### src/rtl/adc_pkg.sv
// -----------------------------------------------------------------------------
// adc_pkg
// Shared widths and constants for the ADC level meter.
//   ADC_W    : raw ADC code width (unsigned, offset binary)
//   MAG_W    : magnitude width after saturation
//   LEVEL_W  : reported bar-graph level width
//   MIDSCALE : ADC code that represents zero signal
//   MAG_MAX  : saturation ceiling for the magnitude
// -----------------------------------------------------------------------------
package adc_pkg;

   localparam int ADC_W   = 12;
   localparam int MAG_W   = 11;
   localparam int LEVEL_W = 6;

   localparam logic [ADC_W-1:0] MIDSCALE = 12'h800;
   localparam logic [MAG_W-1:0] MAG_MAX  = 11'd2047;

   // The level is the top LEVEL_W bits of the magnitude (divide by 32).
   function automatic logic [LEVEL_W-1:0] mag_to_level(input logic [MAG_W-1:0] m);
      return m[MAG_W-1 -: LEVEL_W];
   endfunction

endpackage

### src/rtl/level_mag.sv
// -----------------------------------------------------------------------------
// level_mag
// Purely combinational: ADC code -> saturated magnitude |sample - MIDSCALE|.
// Ports:
//   sample : input  [ADC_W-1:0]  unsigned ADC code
//   mag    : output [MAG_W-1:0]  magnitude, 0..MAG_MAX
// -----------------------------------------------------------------------------
module level_mag
   import adc_pkg::*;
(
   input  logic [ADC_W-1:0] sample,
   output logic [MAG_W-1:0] mag
);

   logic signed [ADC_W-1:0] diff;
   logic        [ADC_W-1:0] abs_val;

   always_comb begin
      diff = sample - MIDSCALE;
      // Negating -2048 wraps back to 12'h800, which read unsigned is 2048:
      // the one value that needs the saturation below.
      abs_val = diff[ADC_W-1] ? $unsigned(-diff) : $unsigned(diff);
      mag     = abs_val[ADC_W-1] ? MAG_MAX : abs_val[MAG_W-1:0];
   end

endmodule

### src/rtl/level_meter.sv
// -----------------------------------------------------------------------------
// level_meter
// Windowed peak meter for a bar-graph display. Tracks the peak magnitude over
// 2^WIN_LOG2 accepted samples and reports its top 6 bits once per window,
// optionally with a release of at most one code per window.
// Parameters:
//   WIN_LOG2 : log2 of the window length in accepted samples
//   DECAY_EN : 1 = level falls by at most 1 code per window, 0 = raw peak
// Ports:
//   dclk         : input   clock, rising edge
//   rst          : input   synchronous active-high reset
//   sample_valid : input   one sample accepted per high cycle
//   sample       : input   [11:0] unsigned ADC code, 12'h800 = zero signal
//   level        : output  [5:0] registered window level
//   level_valid  : output  one-cycle pulse when level takes a new value
// Handshake: sample_valid has no back-pressure; every cycle it is high a
// sample is consumed. level_valid is a single-cycle strobe with no ready.
// -----------------------------------------------------------------------------
module level_meter
   import adc_pkg::*;
#(
   parameter int WIN_LOG2 = 9,
   parameter int DECAY_EN = 1
)(
   input  logic               dclk,
   input  logic               rst,
   input  logic               sample_valid,
   input  logic [ADC_W-1:0]   sample,
   output logic [LEVEL_W-1:0] level,
   output logic               level_valid
);

   logic [WIN_LOG2-1:0] cnt;
   logic [MAG_W-1:0]    peak;
   logic [MAG_W-1:0]    mag;
   logic [MAG_W-1:0]    peak_next;
   logic [LEVEL_W-1:0]  cand;
   logic [LEVEL_W-1:0]  level_dec;
   logic [LEVEL_W-1:0]  level_next;
   logic                last_sample;

   level_mag u_mag (
      .sample (sample),
      .mag    (mag)
   );

   always_comb begin
      // The current sample always takes part in the running peak, so the
      // last sample of a window is folded into the closing value.
      peak_next   = (mag > peak) ? mag : peak;
      cand        = mag_to_level(peak_next);
      level_dec   = (level == '0) ? '0 : level - LEVEL_W'(1);
      level_next  = cand;
      if (DECAY_EN != 0) begin
         level_next = (cand > level_dec) ? cand : level_dec;
      end
      last_sample = (cnt == {WIN_LOG2{1'b1}});
   end

   always_ff @(posedge dclk) begin
      if (rst) begin
         cnt         <= '0;
         peak        <= '0;
         level       <= '0;
         level_valid <= 1'b0;
      end else begin
         level_valid <= 1'b0;
         if (sample_valid) begin
            if (last_sample) begin
               cnt         <= '0;
               peak        <= '0;
               level       <= level_next;
               level_valid <= 1'b1;
            end else begin
               cnt  <= cnt + WIN_LOG2'(1);
               peak <= peak_next;
            end
         end
      end
   end

endmodule

### config.mk
export PLATFORM = sky130hd
export DESIGN_NAME = level_meter
export DESIGN_NICKNAME = d
export VERILOG_FILES = /design/src/rtl/adc_pkg.sv /design/src/rtl/level_mag.sv /design/src/rtl/level_meter.sv
export SDC_FILE = /design/constraint.sdc
export NUM_CORES = 1
export LEC_CHECK = 0
export CAP_MARGIN = 0
export CORE_UTILIZATION = 52
export CTS_CLUSTER_DIAMETER = 80
export DETAILED_ROUTE_END_ITERATION = 12
export PLACE_DENSITY_LB_ADDON = 0.2
export RECOVER_POWER = 50
export SYNTH_ARGS = -nofsm -noshare
export SYNTH_HDL_FRONTEND = slang
export SYNTH_SLANG_ARGS = --single-unit
### constraint.sdc
create_clock -name dclk -period 3.8 [get_ports dclk]
set_input_delay 0.38 -clock dclk [delete_from_list [all_inputs] [get_ports dclk]]
set_output_delay 0.38 -clock dclk [all_outputs]
set_load 0.03 [all_outputs]
==> flow_metrics.py, run 1 <==
metrics = {
    "outcome": {
        "status": "finished, violations left",
        "violations": "setup timing",
    },
    "floorplanning": {
        "fp.dieArea_um2": 4440,
        "die_x_um": 66.6,
        "start_util_pct": 54.3,
        "die_h_um": 66.6,
        "pin_count": 22,
        "core_area_um2": 4000,
        "rows": 23,
    },
    "worst_setup_path": {
        "rr_startpoint": "peak[10]",
        "cp_slowest_stage_delay_ns": 0.38,
        "endpoint_kind": "flop",
        "crit_fanout": 6,
        "cp_data_arrival_time_ns": 4.46,
        "path_common_cell": "buf_4",
        "crit_path_start_kind": "input port",
        "r2r_slack_ns": 0.25,
        "slowest_stage": "nor4_4",
        "reg2regPathDepth": 16,
        "critPathKind": "input port to flop",
        "worst_r2r_endpoint": "level[5]",
        "crit_chain": "buf_12, buf_6, nor4_4, buf_4, a41oi_2, mux2i_1, ha_1, nand4_1, a211oi_2, buf_4, a211oi_4, nor2_2, buf_4, buf_4, o21ai_1, ha_1, nand3b_1, a21o_4, a21oi_4, nor2_1, a221o_1",
        "critPathRequiredTime_ns": 3.98,
    },
    "yosys": {
        "synth-main-ff-cell": "dfxtp_1",
        "synth_edf_count": 0,
        "syn_avg_cell_area_um2": 8.19,
        "async_flop_share_pct": 0,
        "synth_cells": 265,
        "synth_nets": 301,
        "netlist_area_um2": 2170,
        "ys_seq_area_share_pct": 24.9,
        "yosysUniqueCellTypes": 56,
        "yosys_register_bits": 27,
        "yosys_warnings": 0,
    },
    "final_layout": {
        "final_cells": 416,
        "multi_input_area_um2": 1880,
        "syn2layout_area_growth_pct": 59.7,
        "n_fill_cell": 193,
        "diodes": 0,
        "layout.nets": 403,
        "ff_latch_area_um2": 541,
        "drive_gt1_share_pct": 43.2,
    },
    "sta": {
        "drv_slew": 0,
        "min_period_ns": 4.28,
        "post-route-period-util_pct": 113,
        "fmaxAchievable_mhz": 233,
        "setup_tns_ns": -2.68,
        "finalHoldViolations": 0,
        "worstMarginPinSlew_ns": 1.08,
        "skew_ns": 0.00266,
        "setup_slack_ns": -0.483,
        "relSlewSlack_pct": 27.8,
        "grt_setup_unrepaired": "true",
        "timing.hold.ws_ns": 0.509,
        "setup_viol": 6,
    },
    "clock_tree": {
        "htree_levels": 1,
        "path_clk_slew_ns": 0.10,
        "clock_sinks": 27,
        "cts_max_path_buffers": 2,
        "numCtsBuffers": 3,
        "cts_tree": "done",
        "clk_latency_ns": 0.28,
        "root_buffer": "clkbuf_8",
    },
    "routing": {
        "drc": 0,
        "viasPerCell": 6.53,
        "wl_um": 8980,
        "post_drt_wl_per_cell_um": 21.6,
        "via_count": 2717,
        "first_iter_violations": 296,
        "drt_pre_antenna_iters": 5,
        "ant_nets": 0,
    },
    "flow_run": {
        "max_cap_violations": 0,
    },
    "global_route": {
        "grt_pass1_vias": 2472,
        "grt_max_degree": 29,
        "antenna_found_initial": 0,
        "grt_usage_pct": 34.8,
        "grt_pass1_wl_um": 11600,
        "grt.overflow.total": 0,
    },
    "place": {
        "port_buffers": 21,
        "place_inst": 373,
        "place.gp.congestion": 0.923,
        "dpl.hpwl_um": 4360,
    },
    "worst_hold_path": {
        "worstHoldPathCells": 2,
        "min_to": "cnt[1]",
        "hold_path.class": "flop to flop",
        "holdCritStartpoint": "cnt[1]",
    },
    "pwr": {
        "cellPowerDensity_nw_per_um2": 285,
        "p_leak_nw": 1.40,
        "vdd_ir_drop_max_mv": 0.311,
    },
}
## Yosys cell counts (all sizes together) (3+ instances only)
master | count | area [um^2]
dfxtp | 27 | 541
ha | 21 | 263
nor2 | 20 | 75.1
a21oi | 19 | 98.9
inv | 18 | 67.6
nand2 | 15 | 56.3
o21ai | 12 | 63.8
nand4 | 11 | 68.8
nand2b | 10 | 62.6
nand3 | 9 | 45.0
nor3 | 8 | 56.3
a21o | 7 | 52.6
o32ai | 7 | 61.3
mux2i | 6 | 60.1
or3 | 6 | 37.5
o211ai | 5 | 37.5
xor2 | 5 | 43.8
a211oi | 4 | 42.5
buf | 4 | 18.8
clkbuf | 4 | 15.0
nand3b | 4 | 30.0
a31oi | 3 | 18.8
a41oi | 3 | 26.3
nor4 | 3 | 33.8
xnor2 | 3 | 26.3
## worst max-delay path: cells and delay by family
kind,cells,cell delay [ns]
compound gates,7,1.34
fa+ha+maj,2,0.60
buf+inv,6,0.87
mux,1,0.26
simple gates,5,0.99
## final cells by class
| cell class | instances | area share, % |
|---|---|---|
| repair buffers | 105 | 24.8 |
| clock inverters | 1 | 0.217 |
| well taps | 50 | 1.81 |
| clock buffers | 3 | 1.19 |
| multi-input cells | 212 | 54.2 |
| flip-flops and latches | 27 | 15.6 |
| inverters | 18 | 2.24 |
## registers in the layout, summed over array words and instances (netlist names)
signal / cells
cnt: 9
peak: 11
level: 6
level_valid: 1
## worst max path at each step
| stage | start | end | slack, ns |
|---|---|---|---|
| 6_report | sample[1] | level[5] | -0.48 |
| 5_1_grt | sample[1] | level[5] | -0.62 |
| 4_1_cts | sample[8] | level[0] | 0.003 |
| 3_5_place_dp | sample[0] | level[4] | -0.80 |
| 3_3_place_gp | sample[1] | level[4] | -0.69 |
| 2_1_floorplan | sample[3] | level[3] | 0.002 |
## cell usage in the layout, fill, tap and decap left out, types with 3 or more instances in the layout
cell	netlist	layout
xor2_1	5	5
clkdlybuf4s50_1	0	9
clkbuf_8	0	3
buf_6	0	8
nor3_2	1	3
nor3_4	1	3
buf_2	3	5
a21oi_1	18	11
nand4_1	11	11
nand2b_1	10	10
or3_1	6	3
xnor2_1	3	3
nand3b_1	4	4
ha_1	21	16
nand2_1	15	14
nor2_1	20	19
nand3_2	0	3
nand3_1	9	5
o21ai_0	11	4
a21o_1	7	6
a21oi_2	1	5
a211oi_2	0	3
inv_1	18	15
a21oi_4	0	3
mux2i_1	6	6
or3_4	0	3
ha_4	0	4
o211ai_1	5	5
o32ai_1	7	7
buf_4	0	76
o21ai_2	1	5
dfxtp_1	27	27
## cell families after synthesis
kind of cell | share of synthesized area [%]
AO/OA/AOI/OAI | 26.0
XOR/XNOR | 3.23
adder cells (fa/ha/maj) | 12.1
buffers and inverters | 4.67
flip-flops | 24.9
multiplexers | 3.46
AND/OR/NAND/NOR | 25.6
## routing by layer
layer  global-route usage [%]  vias to the layer above  share of wire, %
met1                     42.2                     1281                39
li1                         -                     1215                 -
met5                        0                        -                 0
met4                     20.2                        0               6.2
met3                     6.51                       47               8.1
met2                     56.8                      174                46
## power by group
part	switching [mW]	total (mW)	internal, mW
clock	0.0982	0.173	0.0747
combinational	0.278	0.509	0.231
sequential	0.00811	0.305	0.297
## metrics by stage
| step | cell area [um^2] | util (%) | worst slack, ns | total power, mW |
|---|---|---|---|---|
| after floorplan | 2260 | - | 0.00217 | 0.511 |
| after global placement | 2850 | 71.2 | -0.692 | 0.626 |
| after detailed placement | 2850 | 71.2 | -0.801 | 0.636 |
| after CTS | 3230 | 80.7 | 0.00319 | 0.861 |
| after global routing | 3470 | 86.6 | -0.620 | 1.02 |
| final | 3470 | 86.6 | -0.483 | 0.988 |
## timing repair
item / CTS / global route
cloned: 0 / 0
endpoints found under the setup margin: 6 / 6
gates resized for setup: 69 / 49
pin swaps: 32 / 33
hold buffers: 0 / 0
buffers inserted: 26 / 13
No activity file was read; power rests on OpenSTA's default activity.
==> inputs of run 2 (changes only) <==
- CAP_MARGIN: 0 -> 40
- CORE_UTILIZATION: 52 -> 62
- RECOVER_POWER: 50 -> 100
- clock period: 3.8 -> 5.3 ns (I/O delays scaled with it)
==> run 2 against run 1 <==
First-iteration DRC count decreased by 40%; wire length decreased by 44%; clock skew increased by 0.0052 ns; critical endpoint is now level[1]; largest cell class unchanged; highest routed layer unchanged; clock power decreased by 43%; sequential power decreased by 28%; the run now ends clean; combinational power decreased by 65%; cell count decreased by 19%.
==> flow_metrics.py, run 2 (same netlist as run 1, synthesis figures left out) <==
metrics = {
    "clock_tree": {
        "path_clk_slew_ns": 0.16,
        "clock_sinks": 27,
        "cts_tree": "done",
        "clk_latency_ns": 0.34,
        "cts_setup_buffers": 0,
        "cts_resized": 0,
        "numCtsBuffers": 3,
        "htree_levels": 1,
        "cts_hold_buf": 0,
        "root_buffer": "clkbuf_4",
        "cts_max_path_buffers": 2,
    },
    "global_route": {
        "met3_usage_pct": 5.46,
        "use_met2_pct": 49.1,
        "antenna_found_initial": 0,
        "grt_pass1_wl_um": 8270,
        "grt_usage_pct": 29.0,
        "busiest_layer": "met2",
        "grt.overflow.total": 0,
        "grt_pass1_vias": 1914,
        "met1_usage_pct": 38.8,
        "grt_max_degree": 29,
    },
    "floorplanning": {
        "die_h_um": 61.2,
        "rows": 21,
        "core_area_um2": 3340,
        "die_x_um": 61.2,
        "start_util_pct": 65.1,
        "pin_count": 22,
        "fp.dieArea_um2": 3740,
    },
    "place": {
        "place_inst": 332,
        "dpl.hpwl_um": 3880,
        "place.gp.congestion": 0.900,
        "port_buffers": 21,
    },
    "sta": {
        "setup_tns_ns": 0,
        "setup_viol": 0,
        "min_period_ns": 4.83,
        "timing.hold.ws_ns": 0.497,
        "skew_ns": 0.00782,
        "finalHoldViolations": 0,
        "post-route-period-util_pct": 91.1,
        "drv_slew": 0,
        "relSlewSlack_pct": 18.9,
        "worstMarginPinSlew_ns": 1.20,
        "fmaxAchievable_mhz": 207,
        "grt_setup_unrepaired": "false",
    },
    "worst_setup_path": {
        "cp_slowest_stage_delay_ns": 0.44,
        "crit_fanout": 15,
        "crit_path_start_kind": "input port",
        "critPathRequiredTime_ns": 5.53,
        "path_common_cell": "ha_1",
        "endpoint_kind": "flop",
        "crit_family": "compound AO/OA/AOI/OAI gates",
        "cp_data_arrival_time_ns": 5.06,
        "slowest_stage": "a211oi_1",
        "worstPathBufferInverterCount": 2,
        "critPathKind": "input port to flop",
        "crit_chain": "clkdlybuf4s50_1, inv_1, ha_1, nor2b_1, a21oi_1, a311o_1, and2_0, ha_1, nand4_1, a211oi_1, a211o_2, mux2_1, ha_1, nand3_1, a21o_1, a21oi_1, o22a_1, o211ai_1",
    },
    "routing": {
        "wl_um": 5020,
        "drt_pre_antenna_iters": 4,
        "via_count": 2080,
        "post_drt_wl_per_cell_um": 14.9,
        "ant_nets": 0,
        "drc": 0,
        "viasPerCell": 6.19,
        "first_iter_violations": 178,
    },
    "outcome": {
        "status": "finished clean",
    },
    "final_layout": {
        "reg_top3": "peak x11, cnt x9, level x6",
        "layout_common_cells": "dfxtp_1 (27), ha_1 (21), nor2_1 (20)",
        "syn2layout_area_growth_pct": 14.6,
        "drive_gt1_share_pct": 7.24,
        "layout_commonest_cell": "dfxtp_1",
        "top_register": "peak",
        "final_cells": 336,
        "largest_register_ffs": 11,
        "layout.nets": 327,
        "diodes": 0,
    },
    "pwr": {
        "p_leak_nw": 0.969,
        "vdd_ir_drop_max_mv": 0.179,
        "cellPowerDensity_nw_per_um2": 200,
    },
    "worst_hold_path": {
        "hold_path.class": "flop to flop",
    },
    "flow_run": {
        "max_cap_violations": 0,
    },
}
==> run 2: area by class of cell <==
cell class	count	area (um^2)
clock buffer	3	22.5
clock inverter	1	8.76
fill	273	848
inverter	18	67.6
multi-input combinational	212	1520
sequential	27	541
tap	46	57.6
timing repair buffer	29	270
==> run 2: final timing paths <==
path         startpoint        to  slack [ns]  cells after the start
max reg2reg    peak[10]  level[1]        1.68                     12
max           sample[1]  level[1]        0.47                     18
min              cnt[5]    cnt[5]        0.50                      2
min reg2reg      cnt[5]    cnt[5]        0.50                      2
==> run 2: metal layers <==
layer | share of wire, % | up-vias
li1 | - | 1063
met1 | 47 | 949
met3 | 4.6 | 6
met2 | 47 | 62
met5 | 0 | -
met4 | 0.92 | 0
==> run 2: power breakdown <==
group	switching [mW]	internal, mW
Combinational	0.106	0.0734
Clock	0.0682	0.0309
Sequential	0.00552	0.213
Total	0.180	0.318
==> run 2: stage by stage <==
step	utilization (%)	worst slack, ns	area [um^2]	power (mW)
floorplan	-	0.946	2170	0.349
global placement	73.9	0.271	2460	0.396
detailed placement	73.9	0.142	2460	0.403
CTS	74.8	0.500	2500	0.501
global route	74.6	0.0196	2490	0.526
finish	74.6	0.473	2490	0.498
==> run 2: worst register-to-register path, cell delays in order (launching register included) <==
cell	delay [ns]
dfxtp_1	0.41
inv_1	0.08
ha_1	0.31
nand4_1	0.15
a211oi_1	0.49
a211o_2	0.35
mux2_1	0.38
ha_1	0.32
nand3_1	0.12
a21o_1	0.20
a21oi_1	0.36
o22a_1	0.23
o211ai_1	0.10
==> inputs of run 3 (changes only) <==
- CORE_UTILIZATION: 62 -> 69
- DONT_BUFFER_PORTS: default -> 1
- SETUP_SLACK_MARGIN: default -> 0.5
==> run 3 against run 2 <==
Setup slack better by 0.30 ns; non-clock buffer count down 28; clock skew up 0.0086 ns; hold slack worse by 0.24 ns; critical path type unchanged; highest routed layer is now met3.
==> flow_metrics.py, run 3 (same netlist as run 1, synthesis figures left out) <==
metrics = {
    "outcome": {
        "status": "finished clean",
    },
    "sta": {
        "setup_slack_ns": 0.770,
        "fmaxAchievable_mhz": 221,
        "finalHoldViolations": 0,
        "skew_ns": 0.0164,
        "worstMarginPinSlew_ns": 1.15,
        "relSlewSlack_pct": 22.4,
        "timing.hold.ws_ns": 0.253,
        "setup_tns_ns": 0,
        "min_period_ns": 4.53,
        "grt_setup_unrepaired": "false",
        "drv_slew": 0,
        "setup_viol": 0,
        "post-route-period-util_pct": 85.5,
    },
    "clock_tree": {
        "cts_setup_buffers": 0,
        "htree_levels": 1,
        "cts_max_path_buffers": 2,
        "path_clk_slew_ns": 0.15,
        "cts_tree": "done",
        "numCtsBuffers": 3,
        "clock_sinks": 27,
        "root_buffer": "clkbuf_4",
        "clk_latency_ns": 0.33,
    },
    "worst_setup_path": {
        "crit_family": "compound AO/OA/AOI/OAI gates",
        "path_common_cell": "ha_1",
        "cp_slowest_stage_delay_ns": 0.43,
        "crit_path_start_kind": "input port",
        "cp_data_arrival_time_ns": 4.76,
        "critPathRequiredTime_ns": 5.54,
        "worstPathBufferInverterCount": 2,
        "slowest_stage": "a211o_1",
        "critPathKind": "input port to flop",
        "crit_chain": "inv_1, ha_1, nor2b_1, a21oi_1, a311o_1, and2_0, ha_1, nand4_1, a211oi_2, a211o_1, mux2_1, ha_1, nand3_1, a21o_1, a21oi_2, inv_1, o311ai_0",
        "crit_fanout": 15,
        "endpoint_kind": "flop",
    },
    "global_route": {
        "met3_usage_pct": 3.35,
        "antenna_found_initial": 0,
        "use_met2_pct": 43.7,
        "busiest_layer": "met2",
        "grt_pass1_vias": 1742,
        "grt_usage_pct": 28.1,
        "grt_pass1_wl_um": 7610,
        "met1_usage_pct": 42.7,
        "grt.overflow.total": 0,
        "grt_max_degree": 29,
    },
    "floorplanning": {
        "die_h_um": 58.1,
        "pin_count": 22,
        "die_x_um": 58.1,
        "core_area_um2": 2880,
        "fp.dieArea_um2": 3370,
        "rows": 19,
        "start_util_pct": 75.5,
    },
    "final_layout": {
        "drive_gt1_share_pct": 6.11,
        "post-route-util_pct": 77.5,
        "syn2layout_area_growth_pct": 2.65,
        "stdcell_area_um2": 2230,
        "reg_top3": "peak x11, cnt x9, level x6",
        "diodes": 0,
        "layout_commonest_cell": "dfxtp_1",
        "layout_common_cells": "dfxtp_1 (27), ha_1 (21), nor2_1 (19)",
        "largest_register_ffs": 11,
        "top_register": "peak",
        "layout.nets": 299,
    },
    "place": {
        "place.gp.congestion": 0.900,
        "post-place-ws_ns": 0.417,
        "port_buffers": 0,
        "dpl.hpwl_um": 3580,
        "dpl-instance-area_um2": 2200,
    },
    "pwr": {
        "p_leak_nw": 0.831,
        "cellPowerDensity_nw_per_um2": 207,
        "vdd_ir_drop_max_mv": 0.155,
    },
    "routing": {
        "wl_um": 4640,
        "first_iter_violations": 208,
        "ant_nets": 0,
        "drc": 0,
        "via_count": 2023,
        "viasPerCell": 6.65,
        "post_drt_wl_per_cell_um": 15.3,
        "drt_pre_antenna_iters": 4,
    },
    "worst_hold_path": {
        "hold_path.class": "input port to flop",
    },
    "flow_run": {
        "max_cap_violations": 0,
    },
}
[run 3: path summary, 6_finish.rpt]
path	start	to	cells after the start	slack, ns
max	sample[0]	level[3]	17	0.77
min reg2reg	cnt[1]	cnt[1]	2	0.49
min	rst	peak[6]	1	0.25
max reg2reg	peak[10]	level[3]	12	1.56
[run 3: cell type report]
| type | count | area (um^2) |
|---|---|---|
| Multi-Input combinational cell | 212 | 1530 |
| Fill cell | 229 | 648 |
| Sequential cell | 27 | 541 |
| Inverter | 18 | 67.6 |
| Tap cell | 42 | 52.6 |
| Clock buffer | 3 | 22.5 |
| Timing Repair Buffer | 1 | 7.51 |
| Clock inverter | 1 | 5.00 |
[run 3: power breakdown]
group	switching (mW)	leakage (nW)	internal [mW]	total [mW]
clock	0.0609	0.0177	0.0283	0.0893
combinational	0.0930	0.594	0.0615	0.154
sequential	0.00497	0.219	0.213	0.218
total	0.159	0.831	0.303	0.462
[run 3: metal layers]
layer	wire (um)	share of wire, %
met5	0	0
met2	2220	48
met3	306	6.6
met4	0	0
met1	2120	46
[run 3: repair_timing]
item / CTS / global route
endpoints found under the setup margin: 0 / 2
hold buffers: 0 / 0
endpoints found under the hold margin: 0 / 0
gates resized for setup: 0 / 3
[run 3: stage by stage]
stage               power (mW)  cells
global placement         0.371    300
detailed placement       0.374    300
CTS                      0.462    304
global route             0.491    304
finish                   0.462    304
floorplan                0.349    265
